--- src/rtl/request_dispatcher_pkg.sv ---
// Shared constants for the request dispatcher: default widths, queue entry layout, clog2 helper.
// Entry layout in every way queue is {critical, payload}, critical in the MSB.
package request_dispatcher_pkg;

  localparam int DEF_NUM_REQUEST     = 3;
  localparam int DEF_REQUEST_WIDTH   = 64;
  localparam int DEF_QUEUE_DEPTH     = 4;
  localparam int HANDSHAKE_VALID_W   = 1;
  localparam int HANDSHAKE_ACK_W     = 1;

  typedef struct packed {
    logic                         critical;
    logic [DEF_REQUEST_WIDTH-1:0] payload;
  } entry_t;

  function automatic int clog2(input int value);
    int r;
    r = 0;
    while ((1 << r) < value) r++;
    return r;
  endfunction

endpackage

--- src/rtl/dispatch_queue.sv ---
// Single-clock FIFO for one dispatcher way; push visible at head the cycle after the write edge.
// Push while full and pop while empty are dropped; no bypass, no pass-through when full.
module dispatch_queue
  import request_dispatcher_pkg::*;
#(
  parameter int WIDTH = DEF_REQUEST_WIDTH + 1,
  parameter int DEPTH = DEF_QUEUE_DEPTH
) (
  input  logic                        clk_in,
  input  logic                        reset_in,
  input  logic                        i_push,
  input  logic [WIDTH-1:0]            i_push_dat,
  input  logic                        i_pop,
  output logic [WIDTH-1:0]            o_head_dat,
  output logic                        o_full,
  output logic                        o_empty,
  output logic [clog2(DEPTH):0]       o_count
);

  localparam int PTR_W = clog2(DEPTH);
  localparam int CNT_W = PTR_W + 1;

  logic [WIDTH-1:0] r_mem [DEPTH];
  logic [PTR_W-1:0] r_wr_ptr;
  logic [PTR_W-1:0] r_rd_ptr;
  logic [CNT_W-1:0] r_count;
  logic             w_do_push;
  logic             w_do_pop;

  assign o_full    = (r_count == CNT_W'(DEPTH));
  assign o_empty   = (r_count == '0);
  assign o_count   = r_count;
  assign w_do_push = i_push & ~o_full;
  assign w_do_pop  = i_pop & ~o_empty;

  // Head is masked while empty so a drained way presents zeros, as after reset.
  assign o_head_dat = o_empty ? '0 : r_mem[r_rd_ptr];

  always_ff @(posedge clk_in or negedge reset_in) begin
    if (!reset_in) begin
      for (int i = 0; i < DEPTH; i++) r_mem[i] <= '0;
      r_wr_ptr <= '0;
      r_rd_ptr <= '0;
      r_count  <= '0;
    end else begin
      if (w_do_push) begin
        r_mem[r_wr_ptr] <= i_push_dat;
        r_wr_ptr        <= r_wr_ptr + PTR_W'(1);
      end
      if (w_do_pop) begin
        r_rd_ptr <= r_rd_ptr + PTR_W'(1);
      end
      case ({w_do_push, w_do_pop})
        2'b10:   r_count <= r_count + CNT_W'(1);
        2'b01:   r_count <= r_count - CNT_W'(1);
        default: r_count <= r_count;
      endcase
    end
  end

endmodule

--- src/rtl/request_dispatcher.sv ---
// Splits one valid/issue_ack request stream into NUM_REQUEST per-way queues; ack one cycle after accept, max 1 req / 2 cycles.
// Stalls upstream while any targeted queue is full; REQUEST_DISPATCHER_MULTICAST_EN enables multi-way delivery.
module request_dispatcher
  import request_dispatcher_pkg::*;
#(
  parameter int NUM_REQUEST                  = DEF_NUM_REQUEST,
  parameter int SINGLE_REQUEST_WIDTH_IN_BITS = DEF_REQUEST_WIDTH,
  parameter int QUEUE_DEPTH                  = DEF_QUEUE_DEPTH
) (
  input  logic                                          clk_in,
  input  logic                                          reset_in,
  input  logic [SINGLE_REQUEST_WIDTH_IN_BITS-1:0]       request_in,
  input  logic                                          request_valid_in,
  input  logic                                          request_critical_in,
  input  logic [NUM_REQUEST-1:0]                        request_dest_in,
  output logic                                          issue_ack_out,
  output logic [NUM_REQUEST*SINGLE_REQUEST_WIDTH_IN_BITS-1:0] request_flatted_out,
  output logic [NUM_REQUEST-1:0]                        request_valid_flatted_out,
  output logic [NUM_REQUEST-1:0]                        request_critical_flatted_out,
  input  logic [NUM_REQUEST-1:0]                        issue_ack_flatted_in
);

  localparam int W       = SINGLE_REQUEST_WIDTH_IN_BITS;
  localparam int ENTRY_W = W + 1;
  localparam int CNT_W   = clog2(QUEUE_DEPTH) + 1;

  logic                   r_ack;
  logic [NUM_REQUEST-1:0] w_target;
  logic [NUM_REQUEST-1:0] w_full;
  logic [NUM_REQUEST-1:0] w_empty;
  logic [NUM_REQUEST-1:0] w_push;
  logic [NUM_REQUEST-1:0] w_pop;
  logic                   w_space;
  logic                   w_accept;
  logic [ENTRY_W-1:0]     w_entry;
  logic [ENTRY_W-1:0]     w_head  [NUM_REQUEST];
  logic [CNT_W-1:0]       w_count [NUM_REQUEST];

`ifdef REQUEST_DISPATCHER_MULTICAST_EN
  assign w_target = request_dest_in;
`else
  // Two's-complement trick isolates the lowest set destination bit.
  assign w_target = request_dest_in & (~request_dest_in + NUM_REQUEST'(1));
`endif

  // The ack cycle never accepts: upstream still shows the request it just had acked.
  assign w_space  = ~|(w_target & w_full);
  assign w_accept = request_valid_in & ~r_ack & w_space;
  assign w_push   = w_target & {NUM_REQUEST{w_accept}};
  assign w_entry  = {request_critical_in, request_in};

  always_ff @(posedge clk_in or negedge reset_in) begin
    if (!reset_in) begin
      r_ack <= 1'b0;
    end else begin
      r_ack <= w_accept;
    end
  end

  assign issue_ack_out = r_ack;

  for (genvar g = 0; g < NUM_REQUEST; g++) begin : g_way
    assign w_pop[g] = issue_ack_flatted_in[g] & (w_count[g] != '0);

    dispatch_queue #(
      .WIDTH (ENTRY_W),
      .DEPTH (QUEUE_DEPTH)
    ) u_queue (
      .clk_in     (clk_in),
      .reset_in   (reset_in),
      .i_push     (w_push[g]),
      .i_push_dat (w_entry),
      .i_pop      (w_pop[g]),
      .o_head_dat (w_head[g]),
      .o_full     (w_full[g]),
      .o_empty    (w_empty[g]),
      .o_count    (w_count[g])
    );

    assign request_flatted_out[g*W +: W]   = w_head[g][W-1:0];
    assign request_critical_flatted_out[g] = w_head[g][W];
    assign request_valid_flatted_out[g]    = ~w_empty[g];
  end

endmodule

--- config.mk ---
export PLATFORM = sky130hd
export DESIGN_NAME = request_dispatcher
export DESIGN_NICKNAME = d
export VERILOG_FILES = /design/src/rtl/request_dispatcher_pkg.sv /design/src/rtl/dispatch_queue.sv /design/src/rtl/request_dispatcher.sv
export SDC_FILE = /design/constraint.sdc
export NUM_CORES = 1
export LEC_CHECK = 0
export BUFFER_PORTS_ARGS = -buffer_cell sky130_fd_sc_hd__buf_2
export CORE_MARGIN = 2
export CORE_UTILIZATION = 61
export DETAILED_ROUTE_END_ITERATION = 8
export PLACE_DENSITY = 0.8
export RECOVER_POWER = 25
export SLEW_MARGIN = 20
export SYNTH_ARGS = -nofsm -noshare
export SYNTH_HDL_FRONTEND = slang
export SYNTH_SLANG_ARGS = --single-unit
--- constraint.sdc ---
create_clock -name clk_in -period 3.05 [get_ports clk_in]
set_input_delay 0.61 -clock clk_in [delete_from_list [all_inputs] [get_ports clk_in]]
set_output_delay 0.61 -clock clk_in [all_outputs]
set_load 0.02 [all_outputs]
# After elaboration in Yosys (flattened, before gate mapping)
# Cells that the tools add are included.
# word_totals
output_inout_bits,199
wordCells,119
inputBits,74
ff_bits,802
# op_classes
n_bitwise,28
eq_ne,9
n_addsub,13
n_lt_le_gt_ge,9
n_reduce_logical,14
n_mux,24
# op_table
op,n
$bwmux W260,3
$mux W65,12
$bmux W65 S2,3
$demux W65 S2,3
$ge A3 B3 Y1 const B,6
$not A2 Y3,6
$pmux W3 S2,3
$add A2 B1 Y2 const B,6
$add A3 B1 Y3 const B,4
$and A1 B1 Y1,11
$and A3 B3 Y3,3
$eq A3 B3 Y1 const B,3
$logic_not A3 Y1,3
$lt A3 B1 Y1 const B,3
$reduce_bool A3 Y1,3
$sub A3 B1 Y3 const B,3
$not A1 Y1,7
$eq A2 B1 Y1 const B,3
$eq A2 B2 Y1 const B,3
$reduce_bool A2 Y1,3
$logic_and A1 B1 Y1,3
$not A3 Y3,1
$reduce_or A3 Y1,1
$logic_not A1 Y1,1

# Longest topological paths before layout
# Gate-level depths: netlist (run 1).
# depth
word_depth,11
depth_mapped,10
ltp_nobuf,9

# Modules after synthesis
# A second synthesis (run 1) with hierarchy kept.
# hier_totals
cells_unflattened,2239
hier_area_um2,36531.3
# by_module_without_submodules
mod,cells_per_inst,area_per_inst_um2,instances,seq_area_each_um2
dispatch_queue,741,12127.9,3,6681.4
request_dispatcher,16,147.6,1,25.0

# Worst setup path before layout (run 1)
# Ideal clock, no wire load.
# synth_timing
path_kind,register to output
start,register g_way[0].u_queue.r_rd_ptr[0]
end,output request_flatted_out[36]
n_path_buf,3
path_stages_with_launch,6
t_arrival_ns,1.583
slack_ns,0.857
cell_sequence,dfrtp_1 -> clkbuf_1 -> buf_4 -> buf_4 -> mux4_2 -> and2_1
# synth_between
elab_chain_cells,5
# synth_rtl
item,line_no,text
"start, declared",dispatch_queue.sv:25,logic [PTR_W-1:0] r_rd_ptr;
"start signal, assigned",dispatch_queue.sv:51,r_rd_ptr <= r_rd_ptr + PTR_W'(1);
$not A2 Y3 (not written as such),dispatch_queue.sv:37,assign o_head_dat = o_empty ? '0 : r_mem[r_rd_ptr];
$bmux W65 S2,dispatch_queue.sv:37,
$mux W65 (not written as such) (2 in series),dispatch_queue.sv:37,
$mux W65,dispatch_queue.sv:37,
"end, declared",request_dispatcher.sv:17,"output logic [NUM_REQUEST*SINGLE_REQUEST_WIDTH_IN_BITS-1:0] request_flatted_out,"
# No other way between the ends. The select of a mux whose other input is x is not followed.

# Final worst setup path (run 1)
# layout_timing
start,register g_way[1].u_queue.r_rd_ptr[0]
end,output request_flatted_out[71]
# layout_between
elab_chain_cells,5
# layout_rtl
item,line_no
"start, declared",dispatch_queue.sv:25
"start signal, assigned",dispatch_queue.sv:51
$not A2 Y3 (not written as such),dispatch_queue.sv:37
$bmux W65 S2,dispatch_queue.sv:37
$mux W65 (not written as such) (2 in series),dispatch_queue.sv:37
$mux W65,dispatch_queue.sv:37
# No other way between the ends. The select of a mux whose other input is x is not followed.

==> results.ini, run 1 <==
[cts]
cts_tree = yes
clk_latency_ns = 0.63
cts_sinks = 802
clk_pin_slew_worst_paths_ns = 0.06
htree_levels = 3
root_buffer = clkbuf_16
cts_buffer_depth = 3
cts_buffers = 83

[synth]
synth.distinct_cells = 34
ys.flop_type = dfrtp_1
synthArstFlopShare_pct = 100
postSynthAreaPerCell_sq_um = 16.9
yosys_warnings = 0
synth_top_area_share_pct = 51.7
synth_top_area_cell = dfrtp_1
synth_seq_cells = 802
synth_nets = 2387
netlist_top_cells_area = dfrtp_1 52%, mux2_4 15%, mux4_2 11%
synth_area_sq_mm = 0.0388
synth_edf_count = 0
ys_seq_area_share_pct = 51.7
synthCells = 2295

[grt]
top_usage_layer = met2
grt_max_degree = 109
antenna_found_initial = 5
grt.total_usage_pct = 28.9
use_met1_pct = 40.7
grt_pass1_wl_microns = 144000
grt_pass1_vias = 23300
grt.overflow.total = 0
grtUsageMet2_pct = 45.8
grtUsageMet3_pct = 5.52

[hold_path]
hold_depth = 3
holdPathEnd = issue_ack_out
hp-class = input port to flip-flop
min-delay-start = request_dest_in[0]

[pwr]
irDropWorstVdd_uv = 1030
pwr-share-comb_pct = 43.9
p_total_uw = 52000
power_density_mw_per_mm2 = 1190
sw_frac_of_total_pct = 34.1
power_switching_uw = 17700
p_int_uw = 34300
p_leak_uw = 0.0215
power_frac_clock_pct = 20.5
seq_power_share_pct = 35.6

[timing]
layout_setup_ws_ns = 0.0253
min_period_ns = 3.02
max-slew-margin-rel_pct = -8.76
slew_violations = 50
min_period_over_period_pct = 99.2
fin_tns_setup_ns = 0
rsz0062_at_grt = yes
setup_viol = 0
fmaxAchievable_mhz = 331
hold_viol_final = 0
tightest_slew_ns = 1.63
skew_ns = 0.0211

[placement]
gp_congestion = 0.765
pre_cts_slack_ns = 0.446
place_inst = 3266
io_buffers = 272
dp_hpwl_microns = 56200

[finish]
layout.nets = 2612
final_cells = 3437
layout_commonest_cell = dfrtp_1
most-common-layout-cells = 796 x dfrtp_1, 400 x mux2_4, 266 x buf_2
drive_gt1_share_pct = 51.4
area_growth_pct = 12.3
fillers = 4024

[floorplanning]
ios = 273
die-area_sq_mm = 0.0656
initial_core_util_pct = 61.6
core_area_sq_mm = 0.0630
die_y_microns = 256
rows = 92
die_w_microns = 256

[critical_path]
rr_endpoint = g_way[2].u_queue.o_count[1]
reg2reg_slack_ns = 0.55
cp-startpoint = g_way[1].u_queue.r_rd_ptr[0]
cp_data_required_time_ns = 2.44
critPathLaunchType = flip-flop
critPathKind = flip-flop to output pin
reg2reg_from = g_way[2].u_queue.o_count[1]
path_max_fanout = 23
r2r_cells = 7
worstSetupEndpointType = output pin
worst_ep_arrival_time_ns = 2.41

[status]
status = complete, but fails checks
violations = max-capacitance violations, max-slew violations

[route]
wl_microns = 93000
ant_nets = 0
wire_per_inst_microns = 27.1
vias = 21000
routed_via_density = 6.11
drc = 0
drt-pass1-iter-count = 5
drtIter0Drc = 1343

[flow_run]
max_cap_viol_count = 1

metal layers:
| metal | vias up | share of wire [%] |
|---|---|---|
| li1 | 8705 | - |
| met1 | 11500 | 43 |
| met2 | 639 | 49 |
| met3 | 135 | 5.7 |
| met4 | 2 | 2.6 |
| met5 | - | 0.0097 |
area by class of cell:
class,instances,area (sq um),share of cell area [%]
clock buffer,128,2520,5.79
multi-input combinational,1257,16800,38.6
timing repair buffer,358,2590,5.95
inverter,18,67.6,0.155
tap,846,1060,2.43
sequential,802,20100,46.2
antenna,3,7.51,0.0172
clock inverter,25,374,0.859
Yosys cell counts, types with 4 or more instances:
master	count
buf_12	48
buf_6	23
and2_1	199
xor2_1	9
clkbuf_1	101
mux2_4	400
buf_2	16
inv_1	18
mux2_1	162
ha_1	15
nand4b_1	5
nor3_2	4
nor2_1	4
xnor2_1	9
mux4_2	195
buf_1	6
dfrtp_1	802
nand3_1	4
nand3_4	8
mux2_2	220
buf_4	24
worst max-delay path by stage:
stage,cells past startpoint,endpoint,slack (ns)
finish,4,request_flatted_out[71],0.03
global route,4,request_flatted_out[121],-0.04
CTS,4,request_flatted_out[95],-0.004
detailed placement,5,g_way[0].u_queue.r_mem[50],0.45
global placement,4,request_flatted_out[178],0.48
floorplan,5,request_flatted_out[36],0.86
through the flow:
step | cell area (sq um) | hold slack [ns] | util (%)
global route | 43500 | 0.277 | 69.1
detailed placement | 40400 | 0.469 | 64.1
global placement | 40400 | 0.462 | 64.1
CTS | 43500 | 0.240 | 69.1
floorplan | 38800 | 0.314 | -
finish | 43500 | 0.272 | 69.1
state kept, by name, summed over array words and instances, names as in the netlist:
signal,flops
g_way.u_queue.o_count,9
g_way.u_queue.r_mem,780
g_way.u_queue.r_rd_ptr,6
g_way.u_queue.r_wr_ptr,6
issue_ack_out,1
cell families (layout without fill, tap and decap cells):
group                    after synthesis  count (layout)  synth area share (%)
flip-flops                           802             802                  51.7
buffers and inverters                236             529                  5.03
AND/OR/NAND/NOR                      237             237                  4.15
adder cells (fa/ha/maj)               18              18                 0.639
multiplexers                         979             979                  38.0
AO/OA/AOI/OAI                          5               5                0.0742
XOR/XNOR                              18              18                 0.407
other                                  0               3                     0
power groups by stage:
stage / Combinational [uW] / Sequential, uW / Clock [uW]
2_1_floorplan: 16700 / 17200 / 0
3_3_place_gp: 21500 / 18200 / 0
3_5_place_dp: 22000 / 18700 / 0
4_1_cts: 22800 / 18500 / 10800
5_1_grt: 24100 / 19100 / 11200
6_report: 22800 / 18500 / 10700
worst max-delay path, stage by stage, from the launching register on:
cell     delay (ns)
dfrtp_4        0.58
buf_16         0.28
mux4_2         0.56
and2_1         0.18
buf_2          0.15
timing repair:
action | in CTS | in global routing
pin swaps | 0 | 0
endpoints found under the setup margin | 163 | 39
hold endpoints to repair | 42 | 0
hold buffers | 1 | 0
gates resized for setup | 19 | 12
cloned | 2 | 2
buffers inserted | 9 | 1
Power figures use the tool's default switching activity.
==> inputs of run 2 (changes only) <==
RECOVER_POWER = 100   (was 25)
==> results.ini, run 2 (synthesis gave the netlist of run 1 again) <==
[finish]
largest_reg_flops = 780
fillers = 4527
area_growth_pct = 7.67
final_cells = 3438
most-common-layout-cells = 796 x dfrtp_1, 533 x mux2_1, 261 x buf_2
fin_util_pct = 66.3
top_register = g_way.u_queue.r_mem
layout.nets = 2612
drive_gt1_share_pct = 36.7
layout_commonest_cell = dfrtp_1

[timing]
fin_tns_setup_ns = 0
layout_setup_ws_ns = 0.0231
slew_violations = 94
skew_ns = 0.0228
fmaxAchievable_mhz = 330
min_period_over_period_pct = 99.2
rsz0062_at_grt = yes
tightest_slew_ns = 1.64
min_period_ns = 3.03
setup_viol = 0
max-slew-margin-rel_pct = -9.27
timing.hold.ws_ns = 0.278
hold_viol_final = 0

[floorplanning]
die-area_sq_mm = 0.0656
initial_core_util_pct = 61.6
ios = 273
core_area_sq_mm = 0.0630
die_w_microns = 256
die_y_microns = 256
rows = 92

[placement]
gp_congestion = 0.765
dp_hpwl_microns = 56200
place_inst = 3266
io_buffers = 272
pre_cts_slack_ns = 0.446

[pwr]
p_leak_uw = 0.0196
power_density_mw_per_mm2 = 1190
irDropWorstVdd_uv = 1030

[grt]
antenna_found_initial = 5
grt.total_usage_pct = 28.9
grt_pass1_vias = 23300
grt.overflow.total = 0
grt_max_degree = 109
grt_pass1_wl_microns = 144000

[route]
routed_via_density = 6.08
wl_microns = 92400
drc = 0
wire_per_inst_microns = 26.9
drt-pass1-iter-count = 4
vias = 20900
ant_nets = 0
drtIter0Drc = 1265

[critical_path]
crit_path_max_incr_delay_ns = 0.59
worst_ep_arrival_time_ns = 2.42
critPathTopFamily = flip-flops
crit_buf_inv = 2
critPathLaunchType = flip-flop
slowest_stage = dfrtp_4
critPathKind = flip-flop to output pin
path_max_fanout = 23
crit_chain = buf_16 > mux4_2 > and2_1 > buf_2
worstSetupEndpointType = output pin
cp_data_required_time_ns = 2.44

[flow_run]
max_cap_viol_count = 2

[cts]
htree_levels = 3
clk_pin_slew_worst_paths_ns = 0.06
cts_sinks = 802
cts_buffers = 83
cts_tree = yes
root_buffer = clkbuf_16
cts_buffer_depth = 3
clk_latency_ns = 0.63

[hold_path]
hp-class = input port to flip-flop

[status]
status = complete, but fails checks
violations = max-capacitance violations, max-slew violations

[run 2: cell count changes in the layout (fill, tap and decap cells not counted), sizes merged]
| cell | before | now |
|---|---|---|
| buf | 340 | 308 |
| clkbuf | 145 | 177 |
| diode | 3 | 4 |
[run 2: power by group]
group	internal [uW]	leakage, uW	switching [uW]
clock	6380	0.00141	4270
combinational	10400	0.00805	10300
sequential	15500	0.0102	2910
total	32300	0.0196	17500
[run 2: worst paths after layout]
| kind | start | to | slack [ns] | cells after the start |
|---|---|---|---|---|
| worst min register to register | g_way[2].u_queue.r_mem[234] | g_way[2].u_queue.r_mem[234] | 0.48 | 1 |
| min in group asynchronous | reset_in | g_way[0].u_queue.r_mem[39] | 0.93 | 2 |
| worst max register to register | issue_ack_out | g_way[0].u_queue.r_mem[115] | 0.09 | 4 |
| worst max-delay path | g_way[1].u_queue.r_rd_ptr[0] | request_flatted_out[71] | 0.02 | 4 |
| max in group asynchronous | reset_in | g_way[2].u_queue.r_mem[140] | 0.36 | 4 |
| worst min-delay path | request_dest_in[0] | issue_ack_out | 0.28 | 3 |
[run 2: layout make-up]
cell class                 count  area (sq um)  share of cell area, %
sequential                   802         20100                   48.1
multi-input combinational   1257         15400                   36.8
clock buffer                 128          2520                   6.03
timing repair buffer         358          2260                   5.42
tap                          846          1060                   2.53
clock inverter                25           374                  0.896
inverter                      18          67.6                  0.162
antenna                        4          10.0                 0.0240
[run 2: layer usage]
| layer | global-route usage, % | vias to the layer above | routed length [microns] |
|---|---|---|---|
| met5 | 0 | - | 9 |
| met1 | 40.7 | 11400 | 39600 |
| met3 | 5.52 | 134 | 5130 |
| li1 | - | 8722 | - |
| met4 | 9.42 | 2 | 2440 |
| met2 | 45.8 | 617 | 45200 |
[run 2: per-stage QoR]
stage                     total power, uW  instance area (sq um)
after detailed placement            40700                  40400
after global placement              39700                  40400
after CTS                           52000                  43500
final                               49700                  41800
after floorplan                     33900                  38800
after global routing                52100                  41800
[run 2: worst reg2reg max path: cells and delay by family (launching register included)]
family                 cells  cell delay, ns
muxes                      1            0.56
and+or+nand+nor            2            1.09
buffers and inverters      1            0.73
DFF                        1            0.44
[run 2: what timing repair did]
action                                  CTS  global route
hold buffers                              1             0
endpoints found under the setup margin  163            39
gates cloned                              2             2
endpoints found under the hold margin    42             0
resized for setup                        19            12
setup buffers                             9             1
